### config.mk
export PLATFORM = sky130hd
export DESIGN_NAME = light_sequencer
export DESIGN_NICKNAME = d
export VERILOG_FILES = /design/src/rtl/light_seq_pkg.sv /design/src/rtl/seq_lfsr.sv /design/src/rtl/light_sequencer.sv
export SDC_FILE = /design/constraint.sdc
export NUM_CORES = 1
export LEC_CHECK = 0
export BUFFER_PORTS_ARGS = -buffer_cell sky130_fd_sc_hd__buf_2
export CAP_MARGIN = 20
export CORE_MARGIN = 8
export CORE_UTILIZATION = 50
export DETAILED_ROUTE_END_ITERATION = 7
export GPL_ROUTABILITY_DRIVEN = 0
export PLACE_DENSITY = 0.75
export SLEW_MARGIN = 10
export SYNTH_ARGS = -nofsm -noshare
export SYNTH_HDL_FRONTEND = slang
export SYNTH_SLANG_ARGS = --single-unit
### constraint.sdc
create_clock -name clk -period 2.7 [get_ports clk]
set_input_delay 0.135 -clock clk [delete_from_list [all_inputs] [get_ports clk]]
set_output_delay 0.135 -clock clk [all_outputs]
set_load 0.1 [all_outputs]
### src/rtl/light_seq_pkg.sv
// Shared types and LFSR tap rule for the start-light sequencer.
package light_seq_pkg;

  typedef enum logic [1:0] {
    IDLE = 2'd0,
    FILL = 2'd1,
    HOLD = 2'd2,
    DONE = 2'd3
  } seq_state_t;

  localparam int unsigned LFSR_SEED = 1;

  // Fibonacci step, shift left; feedback from the two top bits of a w-bit register.
  function automatic logic [31:0] lfsr_next(input logic [31:0] q, input int unsigned w);
    logic fb;
    fb = q[5'(w - 1)] ^ q[5'(w - 2)];
    return {q[30:0], fb};
  endfunction

endpackage

### src/rtl/seq_lfsr.sv
// Free-running LFSR supplying the pseudo-random hold length; reseeds to LFSR_SEED on load.
module seq_lfsr
  import light_seq_pkg::*;
#(
  parameter int unsigned LFSR_W = 7
) (
  input  logic              clk,
  input  logic              reset,
  input  logic              en,
  input  logic              load,
  output logic [LFSR_W-1:0] q
);

  logic [LFSR_W-1:0] q_q;
  logic [LFSR_W-1:0] q_d;

  always_comb begin
    q_d = q_q;
    if (en) begin
      q_d = load ? LFSR_W'(LFSR_SEED) : LFSR_W'(lfsr_next(32'(q_q), LFSR_W));
    end
  end

  always_ff @(posedge clk or posedge reset) begin
    if (reset) q_q <= LFSR_W'(LFSR_SEED);
    else       q_q <= q_d;
  end

  assign q = q_q;

endmodule

### src/rtl/light_sequencer.sv
// Start-light sequencer: fills the bank one light per tick, holds for a random
// number of ticks, then blanks the bank and pulses lfsr_begin.
module light_sequencer
  import light_seq_pkg::*;
#(
  parameter int unsigned N_LIGHTS = 8,
  parameter int unsigned TICK_DIV = 50_000_000,
  parameter int unsigned LFSR_W   = 7
) (
  input  logic                clk,
  input  logic                reset,
  input  logic                clr,
  input  logic                en,
  input  logic                lfsr_reset,
  input  logic                run,
  output logic [N_LIGHTS-1:0] lights,
  output logic                lfsr_begin,
  output logic [LFSR_W-1:0]   lfsr_val,
  output logic [1:0]          seq_state
);

  localparam int unsigned PW = (TICK_DIV > 1) ? $clog2(TICK_DIV) : 1;
  localparam logic [PW-1:0] PRESC_LAST = PW'(TICK_DIV - 1);

  seq_state_t          state_q;
  logic [PW-1:0]       presc_q;
  logic [N_LIGHTS-1:0] lights_q;
  logic [LFSR_W-1:0]   hold_q;
  logic                begin_q;
  logic [LFSR_W-1:0]   lfsr_q;
  logic                tick;

  seq_lfsr #(.LFSR_W(LFSR_W)) u_lfsr (
    .clk   (clk),
    .reset (reset),
    .en    (en),
    .load  (lfsr_reset),
    .q     (lfsr_q)
  );

  // Prescaler only runs in FILL/HOLD, so tick is never seen in IDLE/DONE.
  assign tick = (presc_q == PRESC_LAST);

  always_ff @(posedge clk or posedge reset) begin
    if (reset) begin
      state_q  <= IDLE;
      presc_q  <= '0;
      lights_q <= '0;
      hold_q   <= '0;
      begin_q  <= 1'b0;
    end else begin
      // The begin pulse is one cycle wide even if en drops right after it.
      begin_q <= 1'b0;
      if (clr) begin
        state_q  <= IDLE;
        presc_q  <= '0;
        lights_q <= '0;
        hold_q   <= '0;
      end else if (en) begin
        unique case (state_q)
          IDLE: begin
            lights_q <= '0;
            presc_q  <= '0;
            if (run) state_q <= FILL;
          end
          FILL: begin
            if (!run) begin
              state_q  <= IDLE;
              lights_q <= '0;
              presc_q  <= '0;
            end else if (tick) begin
              presc_q <= '0;
              if (&lights_q) begin
                state_q <= HOLD;
                hold_q  <= lfsr_q;
              end else begin
                lights_q <= {lights_q[N_LIGHTS-2:0], 1'b1};
              end
            end else begin
              presc_q <= presc_q + PW'(1);
            end
          end
          HOLD: begin
            if (!run) begin
              state_q  <= IDLE;
              lights_q <= '0;
              presc_q  <= '0;
            end else if (tick) begin
              presc_q <= '0;
              if (hold_q == LFSR_W'(1)) begin
                state_q  <= DONE;
                lights_q <= '0;
                begin_q  <= 1'b1;
              end else begin
                hold_q <= hold_q - LFSR_W'(1);
              end
            end else begin
              presc_q <= presc_q + PW'(1);
            end
          end
          DONE: begin
            lights_q <= '0;
            presc_q  <= '0;
            if (!run) state_q <= IDLE;
          end
          default: state_q <= IDLE;
        endcase
      end
    end
  end

  assign lights     = lights_q;
  assign lfsr_begin = begin_q;
  assign lfsr_val   = lfsr_q;
  assign seq_state  = state_q;

endmodule

==> impl_metrics.env <==
export IMPL_status="finished clean"
export IMPL_r2r_cells=5
export IMPL_io_pins=24
export IMPL_irDropWorstVdd_mv=0.294
export IMPL_r2r_start="presc_q[9]"
export IMPL_endpoint="hold_q[4]"
export IMPL_cp_arrival_ps=2790
export IMPL_htreeDepth=2
export IMPL_vias=2763
export IMPL_core_um2=5920
export IMPL_rrSetupSlack_ps=150
export IMPL_route_met2_wl_um=3670
export IMPL_setup_tns_final_ps=0
export IMPL_avgRoutedWirePerCell_um=16.1
export IMPL_cts_sink_count=51
export IMPL_setup_worst_path_end_class="flop"
export IMPL_timing_final_crit_period_ps=2550
export IMPL_power_frac_seq=0.435
export IMPL_hold_viol_final=0
export IMPL_max_slew_margin=0.481
export IMPL_crit_required_ps=2950
export IMPL_dp_cells=448
export IMPL_ctsLongestPathBuffers=2
export IMPL_hold_path_depth=2
export IMPL_synth_nets=367
export IMPL_synth_edf_count=0
export IMPL_critical_path_max_fanout=4
export IMPL_hp_class="input port to flop"
export IMPL_path_clk_slew_ps=100
export IMPL_area_growth_pct=13.1
export IMPL_post_cts_buffers=0
export IMPL_n_antenna_cell=0
export IMPL_rsz0062_at_grt="false"
export IMPL_powerDensity_nw_per_um2=541
export IMPL_num_nets_final=396
export IMPL_stdcell_count=458
export IMPL_net_switching_power_mw=0.684
export IMPL_antenna_found_initial=0
export IMPL_setup_viol=0
export IMPL_maxCapViolations=0
export IMPL_top_layer="met4"
export IMPL_tightest_slew_ps=772
export IMPL_tritoncts="built"
export IMPL_clkPwrFrac=0.291
export IMPL_initial_core_util=0.518
export IMPL_grt_max_degree=52
export IMPL_grt_pass1_wl_um=12900
export IMPL_final_area_um2=3470
export IMPL_detail_route_antenna_nets=0
export IMPL_final_max_slew_viol_count=0
export IMPL_cts_root_buf="clkbuf_8"
export IMPL_seq_area_frac_synth=0.417
export IMPL_grt_pass1_vias=2757
export IMPL_synthArstFlopShare=1.00
export IMPL_regToRegEndpoint="hold_q[4]"
export IMPL_route_detailed_drc=0
export IMPL_combPwrFrac=0.273
export IMPL_grt_usage=0.177
export IMPL_io_buffers=23
export IMPL_drive_gt1_frac=0.154
export IMPL_die_w_um=94.3
export IMPL_dp_hpwl_um=5180
export IMPL_dieArea_um2=8890
export IMPL_synthFlopType="dfrtp_1"
export IMPL_first_pass_iters=4
export IMPL_synthDistinctLibCells=51
export IMPL_drtIter0Drc=102
export IMPL_p_leak_nw=1.40
export IMPL_internal_power_mw=1.19
export IMPL_synth_warnings=0
export IMPL_wirelength_um=7390
export IMPL_via_per_inst=6.03
export IMPL_avgSynthCellArea_um2=8.68
export IMPL_skew_ps=11.7
export IMPL_met3_length_um=388
export IMPL_ys_ff_latch=51
export IMPL_m1WireLength_um=3280
export IMPL_finalPower_mw=1.88
export IMPL_cts_buffers=5
export IMPL_utilization=0.586
export IMPL_cp_start_kind="flop"
export IMPL_clkLatencyLatePin_ps=310
export IMPL_path_class="flop to flop"
export IMPL_switching_share=0.365
export IMPL_syn_cell_area_um2=3060
export IMPL_grt_overflow_total=0
export IMPL_period_share=0.943
export IMPL_fmax_mhz=393
export IMPL_synthCells=353
export IMPL_startpoint="presc_q[9]"
export IMPL_rows=28
export IMPL_dpl_cell_area_um2=3320
export IMPL_fp_dieH_um=94.3
## registers in the layout (all words and copies together), names as in the netlist
register    cells
u_lfsr.q        7
lfsr_begin      1
presc_q        26
hold_q          7
lights          8
seq_state       2
## repair_timing
item / 4_1_cts / 5_1_grt
setup endpoints to repair: 0 / 5
hold buffers: 0 / 1
resized for setup: 0 / 1
hold endpoints to repair: 0 / 17
## cell usage after synthesis, drive strengths merged, types with 4 or more instances
library cell	n	area, um2
o21a	4	30.0
o22ai	6	37.5
nand2b	5	31.3
and3	4	25.0
nand2	37	139
mux2i	10	100
inv	29	109
nor4	7	43.8
dfrtp	50	1250
or4	6	52.6
o32ai	10	87.6
clkbuf	18	67.6
ha	8	100
nor3	7	35.0
nand3b	6	45.0
nand3	13	65.1
a31oi	13	81.3
a21oi	17	85.1
nand4	18	113
nor2	18	67.6
o21ai	23	115
## per-layer routing
metal	vias up	GRT usage
li1	1368	-
met1	1324	0.215
met2	65	0.304
met3	6	0.0416
met4	0	0.0462
met5	-	0
## worst max-delay path: stages, from the launching register on
cell and delay [ps]:
dfrtp_1 380, or4b_1 540, or4_4 510, or4_4 540, or3_1 380, a21oi_1 130
## layout by cell type, fill, tap and decap left out, types with 3 or more instances in the layout
master    count
xor2_1        3
o21ai_0      22
and4_1        3
nor3_1        7
nand2b_1      5
nand3_1      13
ha_1          8
dfrtp_1      50
nor4_1        7
a21oi_1      17
nor2_1       18
o32ai_1      10
nor2b_1       3
nand4_1      18
and3_1        4
a31oi_1      13
o21a_1        4
nand2_1      37
mux2i_1      10
or4_4         3
nand3b_1      6
buf_4        16
buf_2        23
o22ai_1       6
inv_1        28
or4_1         3
and2_1        3
clkbuf_8      5
## power by group through the flow
| stage | Sequential (mW) | Clock (mW) | Combinational, mW |
|---|---|---|---|
| final | 0.817 | 0.547 | 0.513 |
| after global routing | 0.822 | 0.587 | 0.563 |
| after detailed placement | 0.832 | 0 | 0.508 |
| after floorplan | 0.973 | 0 | 0.257 |
| after global placement | 0.829 | 0 | 0.495 |
| after CTS | 0.817 | 0.554 | 0.509 |
## area by class of cell
| type | count | area (um2) |
|---|---|---|
| Clock inverter | 3 | 43.8 |
| Inverter | 29 | 109 |
| Fill cell | 541 | 2450 |
| Clock buffer | 5 | 68.8 |
| Tap cell | 75 | 93.8 |
| Multi-Input combinational cell | 254 | 1610 |
| Timing Repair Buffer | 41 | 265 |
| Sequential cell | 51 | 1280 |
## how the worst min path moves through the flow
| stage | from | endpoint |
|---|---|---|
| floorplan | lfsr_reset | u_lfsr.q[6] |
| finish | lfsr_reset | u_lfsr.q[6] |
| CTS | lfsr_reset | u_lfsr.q[6] |
| detailed placement | lfsr_reset | u_lfsr.q[6] |
| global route | lfsr_reset | u_lfsr.q[2] |
| global placement | lfsr_reset | u_lfsr.q[5] |
## per-stage QoR
stage / worst slack, ps / hold WS (ps)
3_5_place_dp: 67.4 / 416
2_1_floorplan: 5.33 / 235
5_1_grt: 48.0 / 93.5
3_3_place_gp: 136 / 420
4_1_cts: 57.1 / 76.5
6_report: 154 / 92.2
## kinds of logic (layout without fill, tap and decap cells)
family	after synthesis	after routing	share of synthesized area
XOR/XNOR	3	3	0.00858
flip-flops	51	51	0.417
adder cells (fa/ha/maj)	8	8	0.0327
AND/OR/NAND/NOR	144	144	0.262
buffers and inverters	48	78	0.0592
AO/OA/AOI/OAI	89	89	0.188
multiplexers	10	10	0.0327
Note: power is estimated with default switching activity, not from simulation.
